$ cat config.mk
export PLATFORM = sky130hd
export DESIGN_NAME = multicycle_controller_flat
export DESIGN_NICKNAME = d
export VERILOG_FILES = /design/src/rtl/multicycle_controller_if.sv /design/src/rtl/multicycle_controller.sv /design/src/flat_wrapper.sv
export SDC_FILE = /design/constraint.sdc
export NUM_CORES = 1
export LEC_CHECK = 0
export BUFFER_PORTS_ARGS = -buffer_cell sky130_fd_sc_hd__buf_2
export CORE_MARGIN = 10
export CORE_UTILIZATION = 49
export CTS_BUF_LIST = sky130_fd_sc_hd__clkbuf_8
export DETAILED_ROUTE_END_ITERATION = 8
export PLACE_DENSITY = 0.93
export SLEW_MARGIN = 20
export SYNTH_ARGS = -nofsm -noshare
export SYNTH_HDL_FRONTEND = slang
export SYNTH_SLANG_ARGS = --single-unit
$ cat constraint.sdc
create_clock -name clk -period 5.05 [get_ports clk]
set_input_delay 1.01 -clock clk [delete_from_list [all_inputs] [get_ports clk]]
set_output_delay 1.01 -clock clk [all_outputs]
set_load 0.03 [all_outputs]
$ cat src/rtl/multicycle_controller_if.sv
// Control bus between the multicycle controller and its datapath.
// Instruction fields, ALU zero and memory ready flow into the controller;
// every select, enable and ALU control flows out to the datapath.
//
// Handshake: MemReady is driven by memory and means "the access presented this
// cycle completes at the next rising edge". The controller holds AdrSrc,
// MemWrite and all other selects stable for as long as MemReady stays low in
// Fetch, MemRead or MemWrite. MemReady is ignored in every other state.
interface multicycle_controller_if;
    logic [6:0] op;
    logic [2:0] funct3;
    logic       funct7b5;
    logic       Zero;
    logic       MemReady;

    logic       PCWrite;
    logic       AdrSrc;
    logic       MemWrite;
    logic       IRWrite;
    logic       RegWrite;
    logic [1:0] ResultSrc;
    logic [1:0] ALUSrcA;
    logic [1:0] ALUSrcB;
    logic [1:0] ImmSrc;
    logic [2:0] ALUControl;
    logic       Illegal;
    logic [3:0] State;

    // Controller side
    modport master (
        input  op, funct3, funct7b5, Zero, MemReady,
        output PCWrite, AdrSrc, MemWrite, IRWrite, RegWrite,
        output ResultSrc, ALUSrcA, ALUSrcB, ImmSrc, ALUControl,
        output Illegal, State
    );

    // Datapath / memory side
    modport slave (
        output op, funct3, funct7b5, Zero, MemReady,
        input  PCWrite, AdrSrc, MemWrite, IRWrite, RegWrite,
        input  ResultSrc, ALUSrcA, ALUSrcB, ImmSrc, ALUControl,
        input  Illegal, State
    );
endinterface

$ cat src/rtl/multicycle_controller.sv
// Main control FSM for the RV32I-subset multicycle datapath (lw, sw, R-type,
// I-type, beq, jal). Moore outputs from the state, except the Fetch enables
// (gated by MemReady) and PCWrite in BEQ (gated by Zero). Write enables are
// forced low while rst is held low.
module multicycle_controller (
    input  logic                    clk,
    input  logic                    rst,
    multicycle_controller_if.master ctrl
);

    typedef enum logic [3:0] {
        S_FETCH     = 4'd0,
        S_DECODE    = 4'd1,
        S_MEMADR    = 4'd2,
        S_MEMREAD   = 4'd3,
        S_MEMWB     = 4'd4,
        S_MEMWRITE  = 4'd5,
        S_EXECUTER  = 4'd6,
        S_ALUWB     = 4'd7,
        S_EXECUTEI  = 4'd8,
        S_JAL       = 4'd9,
        S_BEQ       = 4'd10
    } state_t;

    localparam logic [6:0] OP_LW   = 7'b0000011;
    localparam logic [6:0] OP_SW   = 7'b0100011;
    localparam logic [6:0] OP_R    = 7'b0110011;
    localparam logic [6:0] OP_I    = 7'b0010011;
    localparam logic [6:0] OP_BEQ  = 7'b1100011;
    localparam logic [6:0] OP_JAL  = 7'b1101111;

    state_t     state_q, state_d;

    logic       pc_update;
    logic       branch;
    logic       adr_src;
    logic       mem_write;
    logic       ir_write;
    logic       reg_write;
    logic       illegal;
    logic [1:0] result_src;
    logic [1:0] alu_src_a;
    logic [1:0] alu_src_b;
    logic [1:0] alu_op;
    logic [1:0] imm_src;
    logic [2:0] alu_control;

    // State register; reset returns to Fetch immediately, mid-instruction or not
    always_ff @(posedge clk or negedge rst) begin
        if (!rst) begin
            state_q <= S_FETCH;
        end else begin
            state_q <= state_d;
        end
    end

    // Next-state and per-state control outputs
    always_comb begin
        state_d    = S_FETCH;
        pc_update  = 1'b0;
        branch     = 1'b0;
        adr_src    = 1'b0;
        mem_write  = 1'b0;
        ir_write   = 1'b0;
        reg_write  = 1'b0;
        illegal    = 1'b0;
        result_src = 2'b00;
        alu_src_a  = 2'b00;
        alu_src_b  = 2'b00;
        alu_op     = 2'b00;

        case (state_q)
            S_FETCH: begin
                // PC + 4 goes straight back into PC via ALUResult
                adr_src    = 1'b0;
                alu_src_a  = 2'b00;
                alu_src_b  = 2'b10;
                alu_op     = 2'b00;
                result_src = 2'b10;
                ir_write   = ctrl.MemReady;
                pc_update  = ctrl.MemReady;
                state_d    = ctrl.MemReady ? S_DECODE : S_FETCH;
            end
            S_DECODE: begin
                // OldPC + imm: branch/jump target parked in ALUOut
                alu_src_a = 2'b01;
                alu_src_b = 2'b01;
                alu_op    = 2'b00;
                case (ctrl.op)
                    OP_LW, OP_SW: state_d = S_MEMADR;
                    OP_R:         state_d = S_EXECUTER;
                    OP_I:         state_d = S_EXECUTEI;
                    OP_BEQ:       state_d = S_BEQ;
                    OP_JAL:       state_d = S_JAL;
                    default: begin
                        state_d = S_FETCH;
                        illegal = 1'b1;
                    end
                endcase
            end
            S_MEMADR: begin
                alu_src_a = 2'b10;
                alu_src_b = 2'b01;
                alu_op    = 2'b00;
                state_d   = (ctrl.op == OP_LW) ? S_MEMREAD : S_MEMWRITE;
            end
            S_MEMREAD: begin
                adr_src    = 1'b1;
                result_src = 2'b00;
                state_d    = ctrl.MemReady ? S_MEMWB : S_MEMREAD;
            end
            S_MEMWB: begin
                result_src = 2'b01;
                reg_write  = 1'b1;
                state_d    = S_FETCH;
            end
            S_MEMWRITE: begin
                // Strobe held until memory accepts the store
                adr_src    = 1'b1;
                result_src = 2'b00;
                mem_write  = 1'b1;
                state_d    = ctrl.MemReady ? S_FETCH : S_MEMWRITE;
            end
            S_EXECUTER: begin
                alu_src_a = 2'b10;
                alu_src_b = 2'b00;
                alu_op    = 2'b10;
                state_d   = S_ALUWB;
            end
            S_EXECUTEI: begin
                alu_src_a = 2'b10;
                alu_src_b = 2'b01;
                alu_op    = 2'b10;
                state_d   = S_ALUWB;
            end
            S_JAL: begin
                // OldPC + 4 computed for rd while ALUOut (target) loads the PC
                alu_src_a  = 2'b01;
                alu_src_b  = 2'b10;
                alu_op     = 2'b00;
                result_src = 2'b00;
                pc_update  = 1'b1;
                state_d    = S_ALUWB;
            end
            S_ALUWB: begin
                result_src = 2'b00;
                reg_write  = 1'b1;
                state_d    = S_FETCH;
            end
            S_BEQ: begin
                alu_src_a  = 2'b10;
                alu_src_b  = 2'b00;
                alu_op     = 2'b01;
                result_src = 2'b00;
                branch     = 1'b1;
                state_d    = S_FETCH;
            end
            default: begin
                // Unused encodings recover to Fetch with everything idle
                state_d = S_FETCH;
            end
        endcase
    end

    // ALU decoder: funct7b5 only means subtract for register-register ops
    always_comb begin
        alu_control = 3'b000;
        case (alu_op)
            2'b00: alu_control = 3'b000;
            2'b01: alu_control = 3'b001;
            2'b10: begin
                case (ctrl.funct3)
                    3'b000:  alu_control = (ctrl.op[5] & ctrl.funct7b5) ? 3'b001 : 3'b000;
                    3'b010:  alu_control = 3'b101;
                    3'b110:  alu_control = 3'b011;
                    3'b111:  alu_control = 3'b010;
                    default: alu_control = 3'b000;
                endcase
            end
            default: alu_control = 3'b000;
        endcase
    end

    // Immediate format, decoded from the opcode in every state
    always_comb begin
        imm_src = 2'b00;
        case (ctrl.op)
            OP_SW:   imm_src = 2'b01;
            OP_BEQ:  imm_src = 2'b10;
            OP_JAL:  imm_src = 2'b11;
            default: imm_src = 2'b00;
        endcase
    end

    // Enables are gated by rst so nothing writes while reset is held,
    // even though Fetch's MemReady-driven enables would otherwise fire
    assign ctrl.PCWrite    = rst & (pc_update | (branch & ctrl.Zero));
    assign ctrl.IRWrite    = rst & ir_write;
    assign ctrl.MemWrite   = rst & mem_write;
    assign ctrl.RegWrite   = rst & reg_write;
    assign ctrl.Illegal    = rst & illegal;
    assign ctrl.AdrSrc     = adr_src;
    assign ctrl.ResultSrc  = result_src;
    assign ctrl.ALUSrcA    = alu_src_a;
    assign ctrl.ALUSrcB    = alu_src_b;
    assign ctrl.ImmSrc     = imm_src;
    assign ctrl.ALUControl = alu_control;
    assign ctrl.State      = state_q;

endmodule
$ cat src/flat_wrapper.sv
// flat-port wrapper written by rule: the top's interface ports become plain ports
module multicycle_controller_flat 
  (clk, rst, ctrl_op, ctrl_funct3, ctrl_funct7b5, ctrl_Zero, ctrl_MemReady, ctrl_PCWrite, ctrl_AdrSrc, ctrl_MemWrite, ctrl_IRWrite, ctrl_RegWrite, ctrl_ResultSrc, ctrl_ALUSrcA, ctrl_ALUSrcB, ctrl_ImmSrc, ctrl_ALUControl, ctrl_Illegal, ctrl_State);
  multicycle_controller_if ctrl_i ();
  input  logic clk;
  input  logic rst;
  input wire logic [$bits(ctrl_i.op)-1:0] ctrl_op;
  input wire logic [$bits(ctrl_i.funct3)-1:0] ctrl_funct3;
  input wire logic [$bits(ctrl_i.funct7b5)-1:0] ctrl_funct7b5;
  input wire logic [$bits(ctrl_i.Zero)-1:0] ctrl_Zero;
  input wire logic [$bits(ctrl_i.MemReady)-1:0] ctrl_MemReady;
  output wire logic [$bits(ctrl_i.PCWrite)-1:0] ctrl_PCWrite;
  output wire logic [$bits(ctrl_i.AdrSrc)-1:0] ctrl_AdrSrc;
  output wire logic [$bits(ctrl_i.MemWrite)-1:0] ctrl_MemWrite;
  output wire logic [$bits(ctrl_i.IRWrite)-1:0] ctrl_IRWrite;
  output wire logic [$bits(ctrl_i.RegWrite)-1:0] ctrl_RegWrite;
  output wire logic [$bits(ctrl_i.ResultSrc)-1:0] ctrl_ResultSrc;
  output wire logic [$bits(ctrl_i.ALUSrcA)-1:0] ctrl_ALUSrcA;
  output wire logic [$bits(ctrl_i.ALUSrcB)-1:0] ctrl_ALUSrcB;
  output wire logic [$bits(ctrl_i.ImmSrc)-1:0] ctrl_ImmSrc;
  output wire logic [$bits(ctrl_i.ALUControl)-1:0] ctrl_ALUControl;
  output wire logic [$bits(ctrl_i.Illegal)-1:0] ctrl_Illegal;
  output wire logic [$bits(ctrl_i.State)-1:0] ctrl_State;
  assign ctrl_i.op = ctrl_op;
  assign ctrl_i.funct3 = ctrl_funct3;
  assign ctrl_i.funct7b5 = ctrl_funct7b5;
  assign ctrl_i.Zero = ctrl_Zero;
  assign ctrl_i.MemReady = ctrl_MemReady;
  assign ctrl_PCWrite = ctrl_i.PCWrite;
  assign ctrl_AdrSrc = ctrl_i.AdrSrc;
  assign ctrl_MemWrite = ctrl_i.MemWrite;
  assign ctrl_IRWrite = ctrl_i.IRWrite;
  assign ctrl_RegWrite = ctrl_i.RegWrite;
  assign ctrl_ResultSrc = ctrl_i.ResultSrc;
  assign ctrl_ALUSrcA = ctrl_i.ALUSrcA;
  assign ctrl_ALUSrcB = ctrl_i.ALUSrcB;
  assign ctrl_ImmSrc = ctrl_i.ImmSrc;
  assign ctrl_ALUControl = ctrl_i.ALUControl;
  assign ctrl_Illegal = ctrl_i.Illegal;
  assign ctrl_State = ctrl_i.State;
  multicycle_controller u_core (.clk(clk), .rst(rst), .ctrl(ctrl_i));
endmodule
==> results of run 1 <==
-- routing by layer --
metal	global-route usage, %	routed length (um)	up-vias
met4	6.040	35	0
met3	3.540	115	4
met2	22.95	1082	34
li1	-	-	411
met5	0	0	-
met1	13.49	875	359
-- worst max-delay path, cell delays in order (launching register included) --
cell	delay [ns]
dfrtp_1	0.72
nor2b_1	0.33
nand2_1	0.08
a21oi_1	0.21
inv_1	0.07
ha_1	0.29
nor3_1	0.19
buf_2	0.23
-- final cells by class --
cell class | count | area share [%]
multi-input combinational | 76 | 57.80
timing repair buffer | 35 | 20.03
sequential | 4 | 11.44
clock buffer | 3 | 4.721
inverter | 9 | 3.863
tap | 15 | 2.146
-- report_power, final --
part	internal (mW)	leakage [nW]	total, mW	switching (mW)
sequential	0.0347	0.0541	0.0485	0.0138
clock	0.0510	0.0216	0.0698	0.0188
combinational	0.0339	0.352	0.0999	0.0660
-- worst paths after layout --
path | slack (ns) | end | startpoint
max | 1.69 | ctrl_ALUControl[1] | u_core.ctrl.State[2]
min | 0.61 | u_core.ctrl.State[2] | rst
max reg2reg | 3.35 | u_core.ctrl.State[1] | u_core.ctrl.State[0]
min reg2reg | 0.80 | u_core.ctrl.State[0] | u_core.ctrl.State[1]
max in group asynchronous | 4.28 | u_core.ctrl.State[1] | rst
min in group clk | 0.80 | u_core.ctrl.State[0] | u_core.ctrl.State[1]
-- through the flow --
stage                     cell area [um^2]  hold WS [ns]
after global placement               833.3        0.7979
final                                874.6        0.6109
after detailed placement             833.3        0.8043
after CTS                            874.6        0.6107
after global routing                 874.6        0.6149
after floorplan                      671.9        0.7144
-- cells in the final DEF, fill, tap and decap left out, types with 2 or more instances in the layout --
cell type	count
a31oi_1	3
ha_1	2
clkbuf_8	3
xnor2_1	2
nor2b_1	3
a31o_2	2
buf_2	35
a21oi_1	7
nor4_1	2
nor3b_1	2
nand2b_1	4
o21ai_0	4
nand2_1	6
and3_1	2
inv_1	9
nor3_1	7
nand3_1	3
nor2_1	8
dfrtp_1	4
-- cells by family after synthesis --
kind of cell / count (synthesis)
XOR/XNOR: 3
AO/OA/AOI/OAI: 25
buffers and inverters: 15
AND/OR/NAND/NOR: 45
adder cells (fa/ha/maj): 3
flip-flops: 4
==> results.json, run 1 <==
{
  "hold_viol_final": 0,
  "synth_compound_area_share_pct": 24.58,
  "grt_pass1_vias": 825,
  "post_cts_resized": 0,
  "die_area_mm2": 0.003252,
  "synth_area_leaders": "dfrtp_1, a21oi_1, nor3_1",
  "p_total_mw": 0.2182,
  "final_util_pct": 67.21,
  "netlist_area_um2": 671.9,
  "p_leak_nw": 0.4280,
  "post_cts_buffers": 0,
  "synth_top_flop_cell": "dfrtp_1",
  "synth_top_area_cell": "dfrtp_1",
  "grt_usage_pct": 12.84,
  "first_pass_iters": 5,
  "antenna_found_initial": 0,
  "synth_xor_area_share_pct": 3.911,
  "syn_inst": 95,
  "clock_skew_ns": 0.005547,
  "timing.final.crit_share_pct": 66.55,
  "synth_fa_ha_area_share_pct": 5.214,
  "setup_viol": 0,
  "clock_path_buffers": 2,
  "clk_latency_ns": 0.22,
  "ys_warn_count": 0,
  "slew_violations": 0,
  "multi_input_comb_area_um2": 505.5,
  "drt_iter0_drc": 19,
  "synth_top_family_by_area": "simple AND/OR/NAND/NOR gates",
  "pre_cts_slack_ns": 1.973,
  "yosysSeqAreaShare_pct": 14.90,
  "h-tree-depth": 1,
  "grt_first_pass_wirelength_um": 3560,
  "clkTransAtPathRegs_ns": 0.03,
  "dieHeight_um": 57.03,
  "vias_per_cell": 5.690,
  "fill_cells": 124,
  "die_x_um": 57.03,
  "ys_seq_elements": 4,
  "largest_register_ffs": 4,
  "power_density_mw_per_mm2": 249.5,
  "status": "finished clean",
  "synth_top_area_share_pct": 14.90,
  "hp-class": "in -> async",
  "setup_slack_ns": 1.689,
  "syn2layout_area_growth_pct": 30.17,
  "cts-buffers-inserted": 3,
  "yosysMostFrequentCell": "inv_1",
  "crit_type": "reg -> out",
  "place_inst": 139,
  "clock-sinks": 4,
  "synth_edf_count": 0,
  "syn_avg_cell_area_um2": 7.073,
  "core.rowCount": 13,
  "drt_wl_total_um": 2108,
  "crit_required_ns": 4.04,
  "dpl.hpwl_um": 1665,
  "portBuffers": 35,
  "vias": 808,
  "cap_violations": 0,
  "muxShareOfSynthArea_pct": 0,
  "worstSetupStartpointType": "register",
  "yosysUniqueCellTypes": 38,
  "io_pins": 36,
  "fmax_mhz": 297.6,
  "regArea_um2": 100.1,
  "async_flop_share_pct": 100.0,
  "grt-ovfl-total": 0,
  "cts-root-buf": "clkbuf_8",
  "cts_hold_buf": 0,
  "worstMarginPinSlew_ns": 0.6062,
  "grt_max_degree": 22,
  "synthSimpleGateAreaFrac_pct": 41.53,
  "drc": 0,
  "setup-tns-final_ns": 0,
  "ir_drop_v": 0.0001858,
  "final_layout_size_suffix_gt1_share_pct": 34.65,
  "antenna_cells": 0,
  "nets": 146,
  "slew_headroom_pct": 59.58,
  "synth.net_count": 112,
  "instances_no_fill": 142,
  "grt_setup_unrepaired": "false",
  "drt-wirelength-per-cell_um": 14.85,
  "critPathCaptureType": "primary output",
  "period_minus_slack_ns": 3.361,
  "initial_core_util_pct": 51.63,
  "ys_top_cells_by_count": "inv_1, nor2_1, a21oi_1, nor3_1, nand2_1",
  "critPathMaxFanout": 21,
  "core_mm2": 0.001301,
  "gp_congestion": 0.8614,
  "cts_tree": "built",
  "ant_nets": 0,
  "worst_r2r_path_depth": 4,
  "cp.arrival_ns": 2.35
}
No activity file was read; power rests on OpenSTA's default activity.
==> run 2, diff against run 1 <==
Settings changed: ABC_AREA set to 1, CORE_AREA set to 10 10 47 49, CORE_MARGIN 10 to unset, CORE_UTILIZATION 49 to unset, DIE_AREA set to 0 0 57 59, PLACE_DENSITY 0.93 to 0.86.
Clock period 5.05 ns to 3.15 ns, I/O delays scaled along.
==> run 2 against run 1 <==
- first-iteration DRC count decreased by 16%
- largest power group unchanged
- critical path type unchanged
- clock skew grew 0.0032 ns
- design area shrank 9.3%
- largest cell class unchanged
==> results.json, run 2 <==
{
  "ys_top_cells_by_count": "nand2_1, nor2_1, inv_1",
  "synth_top_flop_cell": "dfrtp_1",
  "ys_warn_count": 0,
  "crit_buf_inv": 2,
  "initial_core_util_pct": 39.73,
  "syn2layout_area_growth_pct": 42.47,
  "instances_no_fill": 161,
  "grt-ovfl-total": 0,
  "slew_violations": 0,
  "critPathCaptureType": "primary output",
  "critPathMaxFanout": 6,
  "crit_required_ns": 2.52,
  "syn_inst": 107,
  "grt_max_degree": 8,
  "crit_chain": "nor2_1, nand2_1, nand2_1, ha_1, inv_1, nor3_1, nand3_1, a21oi_1, buf_2",
  "ant_nets": 0,
  "timing.final.crit_share_pct": 79.90,
  "fill_cells": 144,
  "path_common_cell": "nand2_1",
  "drt_iter0_drc": 16,
  "setup_slack_ns": 0.6333,
  "drt_wl_total_um": 1920,
  "clock_skew_ns": 0.008713,
  "multi_input_comb_area_um2": 372.9,
  "ys_seq_elements": 4,
  "synth_edf_count": 0,
  "rrSetupSlack_ns": 1.92,
  "yosysUniqueCellTypes": 17,
  "synth.net_count": 124,
  "ir_drop_v": 0.0004824,
  "status": "finished clean",
  "synth_top_area_cell": "dfrtp_1",
  "power_density_mw_per_mm2": 398.8,
  "setup-tns-final_ns": 0,
  "dieHeight_um": 59,
  "pre_cts_slack_ns": 0.8722,
  "whs_ns": 0.2219,
  "p_total_mw": 0.3164,
  "post_cts_buffers": 0,
  "grt_setup_unrepaired": "false",
  "layout_common_cells": "buf_2, nand2_1, nor2_1, inv_1, nand3_1",
  "clock_path_buffers": 2,
  "worstSetupStartpointType": "register",
  "crit_type": "reg -> out",
  "hold_viol_final": 0,
  "slowest_stage": "dfrtp_1",
  "regArea_um2": 100.1,
  "gp_congestion": 0.7903,
  "drt-wirelength-per-cell_um": 11.93,
  "final_util_pct": 56.61,
  "hp-class": "in -> async",
  "yosysMostFrequentCell": "nand2_1",
  "p_leak_nw": 0.5334,
  "clk_latency_ns": 0.22,
  "clock-sinks": 4,
  "place_inst": 158,
  "fmax_mhz": 397.3,
  "setup_viol": 0,
  "cts-buffers-inserted": 3,
  "portBuffers": 35,
  "dpl_cell_area_um2": 752.0,
  "cts_hold_buf": 0,
  "largest_register_ffs": 4,
  "cap_violations": 0,
  "core_mm2": 0.001401,
  "io_pins": 36,
  "synth_top_area_share_pct": 17.98,
  "core.rowCount": 14,
  "drc": 0,
  "antenna_cells": 0,
  "worstMarginPinSlew_ns": 0.3089,
  "synth_area_leaders": "dfrtp_1, nand2_1, nor2_1",
  "first_pass_iters": 4,
  "post_cts_resized": 0,
  "netlist_area_um2": 556.8,
  "postLayoutCellArea_um2": 793.3,
  "antenna_found_initial": 0,
  "yosysSeqAreaShare_pct": 17.98,
  "cts-root-buf": "clkbuf_8",
  "cp.arrival_ns": 1.89,
  "clkTransAtPathRegs_ns": 0.04,
  "syn_avg_cell_area_um2": 5.204,
  "critPathMaxStageDelay_ns": 0.42,
  "final_layout_size_suffix_gt1_share_pct": 30.34,
  "grt_usage_pct": 11.32,
  "die_x_um": 57,
  "grt_pass1_vias": 816,
  "nets": 164,
  "slew_headroom_pct": 79.38,
  "dpl.hpwl_um": 1617,
  "period_minus_slack_ns": 2.517,
  "vias_per_cell": 4.925,
  "h-tree-depth": 1,
  "layout_commonest_cell": "buf_2",
  "async_flop_share_pct": 100.0,
  "cts_tree": "built",
  "die_area_mm2": 0.003363,
  "critPathTopFamily": "simple AND/OR/NAND/NOR gates",
  "vias": 793,
  "grt_first_pass_wirelength_um": 3222
}
[run 2: changes by cell type after synthesis, sizes merged, moves of 3 or more]
| cell | change |
|---|---|
| a21oi | -5 |
| buf | -6 |
| inv | +12 |
| nand2 | +20 |
| nand2b | -5 |
| nand3 | +9 |
| nand4 | +4 |
| nor2 | +19 |
| nor2b | -3 |
| nor3 | -7 |
[run 2: final cells by class]
cell class | count | area share, %
multi-input combinational | 81 | 47.00
timing repair buffer | 35 | 22.08
sequential | 4 | 12.62
inverter | 22 | 10.57
clock buffer | 3 | 5.205
tap | 16 | 2.524
[run 2: path summary, 6_finish.rpt]
kind,start,end,depth (start not counted)
max,u_core.ctrl.State[1],ctrl_ALUControl[0],9
min in group clk,ctrl_op[4],u_core.ctrl.State[1],4
min reg2reg,u_core.ctrl.State[0],u_core.ctrl.State[1],4
max reg2reg,u_core.ctrl.State[0],u_core.ctrl.State[2],6
min,rst,u_core.ctrl.State[2],1
max in group asynchronous,rst,u_core.ctrl.State[3],1
[run 2: cell families (layout without fill, tap and decap cells)]
family,Yosys count,count (layout),share of synthesized area [%]
flops,4,4,17.98
fa+ha+maj,2,2,4.494
buf+inv,22,60,15.05
compound gates,7,7,6.518
simple gates,72,72,55.96
[run 2: routing by layer]
metal	GRT usage [%]	vias to the layer above	part of all wire (%)
met5	0	-	0
met4	2.349	0	0.73
met3	4.936	2	7.1
met2	20.47	26	51
met1	11.88	351	41
li1	-	414	-
[run 2: power by group]
part | leakage [nW] | internal [mW] | switching, mW
clock | 0.0216 | 0.0816 | 0.0275
combinational | 0.458 | 0.0397 | 0.106
sequential | 0.0542 | 0.0559 | 0.00575
==> run 3, diff against run 2 <==
Settings changed: CORE_AREA 10 10 47 49 to unset, CORE_MARGIN set to 10, CORE_UTILIZATION set to 39, DIE_AREA 0 0 57 59 to unset, PLACE_DENSITY 0.86 to 0.85.
Clock period 3.15 ns to 2.3 ns, I/O delays scaled along.
==> run 3 against run 2 <==
- hold slack got worse by 0.17 ns
- total power rose by 42%
- clock-buffer cell count did not move
- the run now ends with negative setup slack left
- register-to-register slack got worse by 0.97 ns
- die area fell by 0.71%
- critical endpoint unchanged
- sequential cell count did not move
==> results.json, run 3 (same netlist as run 2, synthesis figures left out) <==
{
  "final_layout_size_suffix_gt1_share_pct": 42.00,
  "timing.final.crit_share_pct": 101.9,
  "grt-ovfl-total": 0,
  "initial_core_util_pct": 42.26,
  "worstSetupStartpointType": "register",
  "grt_first_pass_wirelength_um": 3332,
  "h-tree-depth": 1,
  "crit_chain": "inv_2, nand2_2, inv_2, nand2_2, nand2_2, ha_4, inv_2, nor3_2, nand3_1, a21oi_2, buf_6",
  "r2r_end": "u_core.ctrl.State[1]",
  "largest_register_ffs": 4,
  "clock_skew_ns": 0.002456,
  "pre_cts_slack_ns": 0.1386,
  "antenna_found_initial": 0,
  "critPathMaxStageDelay_ns": 0.42,
  "critPathCaptureType": "primary output",
  "crit_type": "reg -> out",
  "first_pass_iters": 4,
  "slew_violations": 0,
  "antenna_cells": 0,
  "dpl.hpwl_um": 1621,
  "rrSetupSlack_ns": 0.95,
  "slowest_stage": "dfrtp_1",
  "ant_nets": 0,
  "nets": 169,
  "grt_usage_pct": 11.65,
  "status": "finished, violations left",
  "io_pins": 36,
  "critPathMaxFanout": 5,
  "p_leak_nw": 0.5585,
  "cap_violations": 0,
  "period_minus_slack_ns": 2.343,
  "clk_latency_ns": 0.22,
  "clkTransAtPathRegs_ns": 0.03,
  "fmax_mhz": 426.9,
  "vias_per_cell": 5.164,
  "grt_setup_unrepaired": "true",
  "drt-wirelength-per-cell_um": 13.19,
  "clock-sinks": 4,
  "drt_wl_total_um": 2177,
  "cts_tree": "built",
  "drc": 0,
  "dieHeight_um": 57.79,
  "setup_slack_ns": -0.04268,
  "final_util_pct": 67.05,
  "violations": "negative setup slack",
  "layout_common_cells": "buf_2, nand2_1, nor2_1, inv_1, nand3_1",
  "layout_commonest_cell": "buf_2",
  "core.rowCount": 13,
  "cts_hold_buf": 0,
  "setup-tns-final_ns": -0.04268,
  "clock_path_buffers": 2,
  "hold_viol_final": 0,
  "die_area_mm2": 0.003339,
  "die_x_um": 57.79,
  "cts-buffers-inserted": 3,
  "syn2layout_area_growth_pct": 58.65,
  "grt_max_degree": 8,
  "crit_required_ns": 1.84,
  "grt_pass1_vias": 815,
  "hp-class": "in -> async",
  "worst_r2r_path_depth": 6,
  "worstMarginPinSlew_ns": 0.3349,
  "timing.rr.start": "u_core.ctrl.State[3]",
  "ir_drop_v": 0.0002019,
  "core_mm2": 0.001318,
  "slew_headroom_pct": 77.65,
  "gp_congestion": 0.9112,
  "setup_viol": 1,
  "cp.arrival_ns": 1.88,
  "portBuffers": 35,
  "power_density_mw_per_mm2": 508.8,
  "drt_iter0_drc": 31,
  "fill_cells": 120,
  "vias": 852,
  "cts-root-buf": "clkbuf_8"
}
-- run 3: cell types whose count changed in the layout (fill, tap and decap cells not counted), sizes merged --
cell and change:
buf +5
-- run 3: stage by stage --
| stage | total power, mW | area [um^2] | std cells | hold WS [ns] |
|---|---|---|---|---|
| after global placement | 0.2824 | 754.5 | 157 | 0.2828 |
| after global routing | 0.4707 | 883.3 | 165 | 0.06769 |
| final | 0.4494 | 883.3 | 165 | 0.05648 |
| after detailed placement | 0.2849 | 754.5 | 157 | 0.2825 |
| after CTS | 0.4328 | 805.8 | 160 | 0.05772 |
| after floorplan | 0.2196 | 560.5 | 107 | 0.1644 |
-- run 3: metal layers --
metal	up-vias	global-route usage [%]	routed length [um]
met3	8	3.268	178
met2	47	20.55	1085
met4	0	6.376	58
met1	375	12.07	854
met5	-	0	0
li1	422	-	-
-- run 3: cell type report --
| class | instances | area, um^2 | area share, % |
|---|---|---|---|
| multi-input cells | 81 | 416.7 | 47.17 |
| repair buffers | 40 | 221.5 | 25.07 |
| flip-flops and latches | 4 | 101.3 | 11.47 |
| inverters | 22 | 83.83 | 9.490 |
| clock buffers | 3 | 41.29 | 4.674 |
| well taps | 15 | 18.77 | 2.125 |
-- run 3: worst max path at each step --
stage | from | to | slack (ns) | cells after the start
after floorplan | u_core.ctrl.State[2] | ctrl_RegWrite | 0.08 | 4
after detailed placement | u_core.ctrl.State[1] | ctrl_ALUControl[0] | 0.14 | 9
after CTS | u_core.ctrl.State[1] | ctrl_ALUControl[0] | 0.0008 | 9
after global placement | u_core.ctrl.State[1] | ctrl_ALUControl[0] | 0.22 | 9
final | u_core.ctrl.State[0] | ctrl_ALUControl[0] | -0.04 | 11
after global routing | u_core.ctrl.State[0] | ctrl_ALUControl[0] | -0.16 | 11
-- run 3: report_power, final --
| group | switching (mW) | internal, mW |
|---|---|---|
| Sequential | 0.00943 | 0.0766 |
| Clock | 0.0359 | 0.112 |
| Combinational | 0.153 | 0.0629 |
| Total | 0.198 | 0.251 |
-- run 3: timing repair --
action,CTS,global route
cloned,0,0
gates resized for setup,4,15
pin swaps,0,6
buffers inserted,0,5
hold endpoints to repair,0,0
setup endpoints to repair,1,3
-- run 3: worst max-delay path, delay by kind of cell, from the launching register on --
family	cells	cell delay, ns
AOI/OAI and AO/OA	1	0.16
adders and majority gates	1	0.15
buffers and inverters	4	0.37
DFF	1	0.42
and+or+nand+nor	5	0.58
